$ cat src/rtl/dmem_arbiter.sv
// Two-port round-robin arbiter onto one byte-addressed data RAM; size strobes, load align/extend, misalign flag.
// Latency: req sampled at edge T -> gnt during T+1 -> rvalid during T+2; one access per two cycles.
// Backpressure: requesters hold req and fields until gnt; a losing port simply waits, nothing is queued.
module dmem_arbiter #(
    parameter int ADDRESS_LENGTH = 32,
    parameter int NUM_PORTS      = 2
) (
    input  logic                      clk,
    input  logic                      rst_n,
    input  logic [NUM_PORTS-1:0]      req,
    input  logic [NUM_PORTS-1:0]      we,
    input  logic [1:0]                size0,
    input  logic [1:0]                size1,
    input  logic [NUM_PORTS-1:0]      uns,
    input  logic [ADDRESS_LENGTH-1:0] addr0,
    input  logic [ADDRESS_LENGTH-1:0] addr1,
    input  logic [ADDRESS_LENGTH-1:0] wdata0,
    input  logic [ADDRESS_LENGTH-1:0] wdata1,
    output logic [NUM_PORTS-1:0]      gnt,
    output logic [NUM_PORTS-1:0]      rvalid,
    output logic [ADDRESS_LENGTH-1:0] rdata,
    output logic                      err,
    output logic                      ram_sb,
    output logic                      ram_sh,
    output logic                      ram_sw,
    output logic [ADDRESS_LENGTH-1:0] ram_wa,
    output logic [ADDRESS_LENGTH-1:0] ram_ra,
    output logic [ADDRESS_LENGTH-1:0] ram_wd,
    input  logic [ADDRESS_LENGTH-1:0] ram_rd
);

    typedef enum logic [1:0] {IDLE, ACCESS, RESP} state_t;

    state_t                    state, state_nxt;
    logic                      latch_en;
    logic                      arb_vld;
    logic                      arb_win;
    logic                      last_served;
    logic                      lat_id;
    logic                      lat_we;
    logic                      lat_uns;
    logic [1:0]                lat_size;
    logic [ADDRESS_LENGTH-1:0] lat_addr;
    logic [ADDRESS_LENGTH-1:0] lat_wdata;
    logic [ADDRESS_LENGTH-1:0] rdata_q;
    logic                      err_q;
    logic                      acc_err;
    logic                      wr_ok;
    logic [7:0]                lane_b;
    logic [15:0]               lane_h;
    logic [ADDRESS_LENGTH-1:0] load_val;

    // On a conflict the port that was not served last wins.
    assign arb_vld = |req;
    assign arb_win = (req[0] & req[1]) ? ~last_served : req[1];

    always_comb begin
        state_nxt = state;
        latch_en  = 1'b0;
        case (state)
            IDLE: begin
                if (arb_vld) begin
                    state_nxt = ACCESS;
                    latch_en  = 1'b1;
                end
            end
            ACCESS: state_nxt = RESP;
            RESP: begin
                if (arb_vld) begin
                    state_nxt = ACCESS;
                    latch_en  = 1'b1;
                end else begin
                    state_nxt = IDLE;
                end
            end
            default: state_nxt = IDLE;
        endcase
    end

    always_ff @(posedge clk) begin
        if (!rst_n) begin
            state       <= IDLE;
            last_served <= 1'b1;
            lat_id      <= 1'b0;
            lat_we      <= 1'b0;
            lat_uns     <= 1'b0;
            lat_size    <= 2'b00;
            lat_addr    <= '0;
            lat_wdata   <= '0;
            rdata_q     <= '0;
            err_q       <= 1'b0;
        end else begin
            state <= state_nxt;
            if (latch_en) begin
                lat_id    <= arb_win;
                lat_we    <= we[arb_win];
                lat_uns   <= uns[arb_win];
                lat_size  <= arb_win ? size1 : size0;
                lat_addr  <= arb_win ? addr1 : addr0;
                lat_wdata <= arb_win ? wdata1 : wdata0;
            end
            if (state == ACCESS) begin
                last_served <= lat_id;
                err_q       <= acc_err;
                rdata_q     <= (lat_we || acc_err) ? '0 : load_val;
            end
        end
    end

    always_comb begin
        case (lat_size)
            2'b00:   acc_err = 1'b0;
            2'b01:   acc_err = lat_addr[0];
            2'b10:   acc_err = |lat_addr[1:0];
            default: acc_err = 1'b1;
        endcase
    end

    // RAM returns the whole aligned word; pick the addressed lane and extend it.
    always_comb begin
        case (lat_addr[1:0])
            2'd0:    lane_b = ram_rd[7:0];
            2'd1:    lane_b = ram_rd[15:8];
            2'd2:    lane_b = ram_rd[23:16];
            default: lane_b = ram_rd[31:24];
        endcase
        lane_h = lat_addr[1] ? ram_rd[31:16] : ram_rd[15:0];
        case (lat_size)
            2'b00:   load_val = {{(ADDRESS_LENGTH-8){~lat_uns & lane_b[7]}}, lane_b};
            2'b01:   load_val = {{(ADDRESS_LENGTH-16){~lat_uns & lane_h[15]}}, lane_h};
            default: load_val = ram_rd;
        endcase
    end

    // Pulses are gated by rst_n so an access caught by reset never reaches the RAM or the requester.
    always_comb begin
        gnt            = '0;
        rvalid         = '0;
        gnt[lat_id]    = rst_n && (state == ACCESS);
        rvalid[lat_id] = rst_n && (state == RESP);
    end

    assign wr_ok  = rst_n && (state == ACCESS) && lat_we && !acc_err;
    assign ram_sb = wr_ok && (lat_size == 2'b00);
    assign ram_sh = wr_ok && (lat_size == 2'b01);
    assign ram_sw = wr_ok && (lat_size == 2'b10);
    assign ram_wa = lat_addr;
    assign ram_ra = lat_addr;
    assign ram_wd = lat_wdata;
    assign rdata  = (rst_n && state == RESP) ? rdata_q : '0;
    assign err    = rst_n && (state == RESP) && err_q;

endmodule

$ cat config.mk
export PLATFORM = sky130hd
export DESIGN_NAME = dmem_arbiter
export DESIGN_NICKNAME = d
export VERILOG_FILES = /design/src/rtl/dmem_arbiter.sv
export SDC_FILE = /design/constraint.sdc
export NUM_CORES = 1
export LEC_CHECK = 0
export CAP_MARGIN = 20
export CORE_MARGIN = 2
export CORE_UTILIZATION = 34
export DETAILED_ROUTE_END_ITERATION = 8
export HOLD_SLACK_MARGIN = 0.1
export MAX_ROUTING_LAYER = met4
export PLACE_DENSITY_LB_ADDON = 0.05
export SLEW_MARGIN = 40
export SYNTH_ARGS = -nofsm -noshare
export SYNTH_HDL_FRONTEND = slang
export SYNTH_SLANG_ARGS = --single-unit
$ cat constraint.sdc
create_clock -name clk -period 3.4 [get_ports clk]
set_clock_uncertainty 0.05 [all_clocks]
set_input_delay 0.68 -clock clk [delete_from_list [all_inputs] [get_ports clk]]
set_output_delay 0.68 -clock clk [all_outputs]
set_load 0.01 [all_outputs]
==> results.md, run 1 <==
* Row count at 47
* Levels on crit path at 5
* Final Max Tran Viols at 0
* Setup crit start kind: input port
* #FFs+latches synth at around 110
* CP peak stage delay at 550 ps
* Layout cells sized above 1 at 6.55%
* Antenna-violating nets left at 0
* Synth top area cells: dfxtp_1 37%, mux2i_1 12%, a211oi_1 9.0%, nor2_1 5.9%, buf_4 4.7%
* Pre-CTS setup slack at 251 ps
* Metal3 WL at 1390 um
* WP data arrival at 2430 ps
* Maximum vdd drop at between 0.0002 and 0.0003 V
* 1st-iter DRT viols at 344
* Routed wire per std cell at 17.9 um
* Max Fclk at between 0.3 and 0.4 GHz
* Placed inst area at 0.00866 mm^2
* Post-CTS Resized at 0
* Root buffer cell: clkbuf_16
* Final Cell Area at 0.00896 mm^2
* RSZ-0062 raised after global routing: false
* CP max-delay cell: clkdlybuf4s50_1
* Cts hold-fix bufs at 0
* Detailed placement HPWL at ~15000 um
* Mean Syn Cell Area at 9.07 um^2
* R2R depth at 4
* Leakage at 0.00331 uW
* DRC at 0
* Seq/Total Area, Yosys at a little under two fifths
* Setup-failing EPs final at 0
* Die Ht at approximately 130 um
* Crit path from: rst_n
* Number of global-route vias before repair at 5507
* Most frequent CP cell: clkdlybuf4s50_1
* Cells along the critical path: clkdlybuf4s50_1, buf_4, nand2_1, nor2_1, clkdlybuf4s50_1
* Kind of critical path: in2out
* Initial antenna violation count at 0
* Post-Syn Area at 0.00564 mm^2
* Min-Delay Path Class: reg2reg
* Worst Setup End Kind: output port
* Count leader, synth: dfxtp_1
* First-pass GRT wire length at roughly 30000 um
* Max Cap Viol at 0
* Post-synth EDFFs at 0
* Setup crit end: gnt[0]
* Buf/Inv on CP at 3
* Req. time, crit path at 2670 ps
* Die W at 133 um
* Min Clock Period, post-route at 3160 ps
* Diode count at 0
* Net Count, Synth at 794
* M1 wire length at 7630 um
* Synth top area share at 37.3%
* Area grow syn2layout at 58.7%
* DRT Pass-1 Iters at 4
* WL final at 19500 um
* Hold Fails Final Rpt at 0
* Part of the cycle the worst path needs at between 90 and 100%
* Crit Path Max Fanout at 38
* Number of I/O pins at 308
* Count of different cell masters after synthesis at 41
* CTS tree: yes
* CTS HTree Levels at 3
* Outcome: finished, final reports clean
* Yosys top cell by area: dfxtp_1
* Clock Latency Late Sink at 350 ps
* Via/cell ratio at between 5 and 6
* GP Congestion at 0.837
* P per Cell Area at 390 mW/mm^2
* Measured slew at the worst slew-check pin at 787 ps
* Yosys warns at 0
* Synth Flop Type: dfxtp_1
* Final nets at 1037
* Clock slew at reported path FFs at ~70 ps
* Postcts setup bufs at 0
* Topmost layer with routed signal wires: met4
* Power, Total at 3490 uW
* Setup_tns at 0 ps
* GRT Residual Overflow at 0
* Mapped Cells at 622
* Maximum clock path buffer count at 2
* R2R Setup Slk at 1140 ps
* TritonCTS Buffers at 9
* Initial core utilization at 34.4%
* Total track usage at 22.5%
* PortBufs at 307
* Fill cells at 1451
* Worst r2r src: ram_ra[1]$_SDFFE_PN0P_
* CP top delay family: buffers and inverters
* Core Region at around 0.016 mm^2
* Commonest cells post-synth: 105 x dfxtp_1, 89 x nor2_1, 68 x a211oi_1, 68 x mux2i_1, 39 x clkbuf_1
* Async S/R FF share, synth at 0%
* Slew margin rel. at 47.5%
* Via count of the routed design at 5495
* Die ar. at 0.0176 mm^2
* Met2 WL at 10200 um
* Largest net degree at the start of global routing at 83
* Sink Count at about 110
* Reg2reg end: rdata_q[24]$_SDFFE_PN0N_
* Final WS setup at between 200 and 250 ps
registers in the layout, summed over array words and instances (netlist names):
register and flops:
state 2, lat_we 1, lat_id 1, ram_wd 32, ram_ra 32, err_q 1, lat_uns 1, rdata_q 32
last_served 1, lat_size 2
tightest hold or removal path: stages, from the launching register on:
cell	delay, ps
dfxtp_1	320
nand3_1	60
o41ai_1	60
cells in the final DEF (no fill, tap or decap), types with 2 or more instances in the layout:
cell	netlist	layout
clkdlybuf4s50_1	0	307
dfxtp_1	105	105
nor2_1	89	89
mux2i_1	68	68
a211oi_1	68	68
and2_1	35	35
nand3_1	34	34
nor2b_1	18	18
inv_1	14	14
o221ai_1	13	13
buf_4	35	10
clkbuf_16	0	9
mux2_2	8	8
mux4_2	8	8
nor3b_1	9	8
o21a_1	8	8
o41ai_1	8	8
a221oi_1	7	7
o31ai_1	7	7
o211ai_1	5	5
nand2_1	4	4
inv_6	0	4
buf_12	0	4
nand2b_1	3	3
o2111ai_1	3	3
a32oi_1	2	2
a21oi_1	2	2
how the worst min path moves through the flow:
stage                              from                  endpoint  slack, ps  depth (start not counted)
6_report        rdata_q[5]$_SDFFE_PN0N_   rdata_q[5]$_SDFFE_PN0N_        430                          2
5_1_grt         rdata_q[4]$_SDFFE_PN0N_   rdata_q[4]$_SDFFE_PN0N_        450                          2
4_1_cts        rdata_q[12]$_SDFFE_PN0N_  rdata_q[12]$_SDFFE_PN0N_        430                          2
3_5_place_dp   rdata_q[12]$_SDFFE_PN0N_  rdata_q[12]$_SDFFE_PN0N_        410                          2
3_3_place_gp    rdata_q[6]$_SDFFE_PN0N_   rdata_q[6]$_SDFFE_PN0N_        400                          2
2_1_floorplan  last_served$_SDFFE_PN1N_  last_served$_SDFFE_PN1N_        380                          1
power by group:
part	leakage (uW)	switching, uW	internal (uW)	total [uW]
clock network	0.000142	519	520	1040
registers	0.000867	76.8	1340	1420
logic	0.00230	459	575	1030
layer usage:
layer	track usage (%)	vias to the layer above
met4	7.05	0
met1	24.8	2553
met2	40.4	204
li1	-	2715
met5	-	-
met3	4.67	23
cells by family after synthesis:
family,Yosys count,share of synthesized area (%)
flops,105,37.3
simple gates,199,17.7
compound gates,129,18.2
buf+inv,105,10.1
mux,84,16.9
layout make-up:
| cell class | instances | area [um^2] | area share (%) |
|---|---|---|---|
| repair buffers | 322 | 3230 | 36.1 |
| flip-flops and latches | 105 | 2100 | 23.5 |
| inverters | 15 | 56.3 | 0.629 |
| multi-input cells | 412 | 3000 | 33.4 |
| well taps | 220 | 275 | 3.07 |
| clock buffers | 9 | 225 | 2.51 |
| clock inverters | 7 | 70.1 | 0.782 |
metrics by stage:
step / instances / util (%) / hold WS, ps
finish: 1090 / 54.6 / 425
global route: 1090 / 54.6 / 445
CTS: 1090 / 54.6 / 427
detailed placement: 1074 / 52.8 / 413
global placement: 1071 / 52.7 / 400
floorplan: 622 / - / 381
Power figures use the tool's default switching activity.
==> inputs of run 2 (changes only) <==
--- a/config.mk
+++ b/config.mk
@@ -8,6 +8,7 @@
 export CAP_MARGIN = 20
 export CORE_MARGIN = 2
 export CORE_UTILIZATION = 34
+export CTS_CLUSTER_SIZE = 30
 export DETAILED_ROUTE_END_ITERATION = 8
 export HOLD_SLACK_MARGIN = 0.1
 export MAX_ROUTING_LAYER = met4
==> results of run 2 <==
Final layout, timing and power as in run 1 (identical DEF).
==> inputs of run 3 (changes only) <==
--- a/config.mk
+++ b/config.mk
@@ -13,6 +13,7 @@
 export HOLD_SLACK_MARGIN = 0.1
 export MAX_ROUTING_LAYER = met4
 export PLACE_DENSITY_LB_ADDON = 0.05
+export SKIP_CTS_REPAIR_TIMING = 1
 export SLEW_MARGIN = 40
 export SYNTH_ARGS = -nofsm -noshare
 export SYNTH_HDL_FRONTEND = slang
==> results of run 3 <==
Final layout, timing and power as in run 1 (identical DEF).
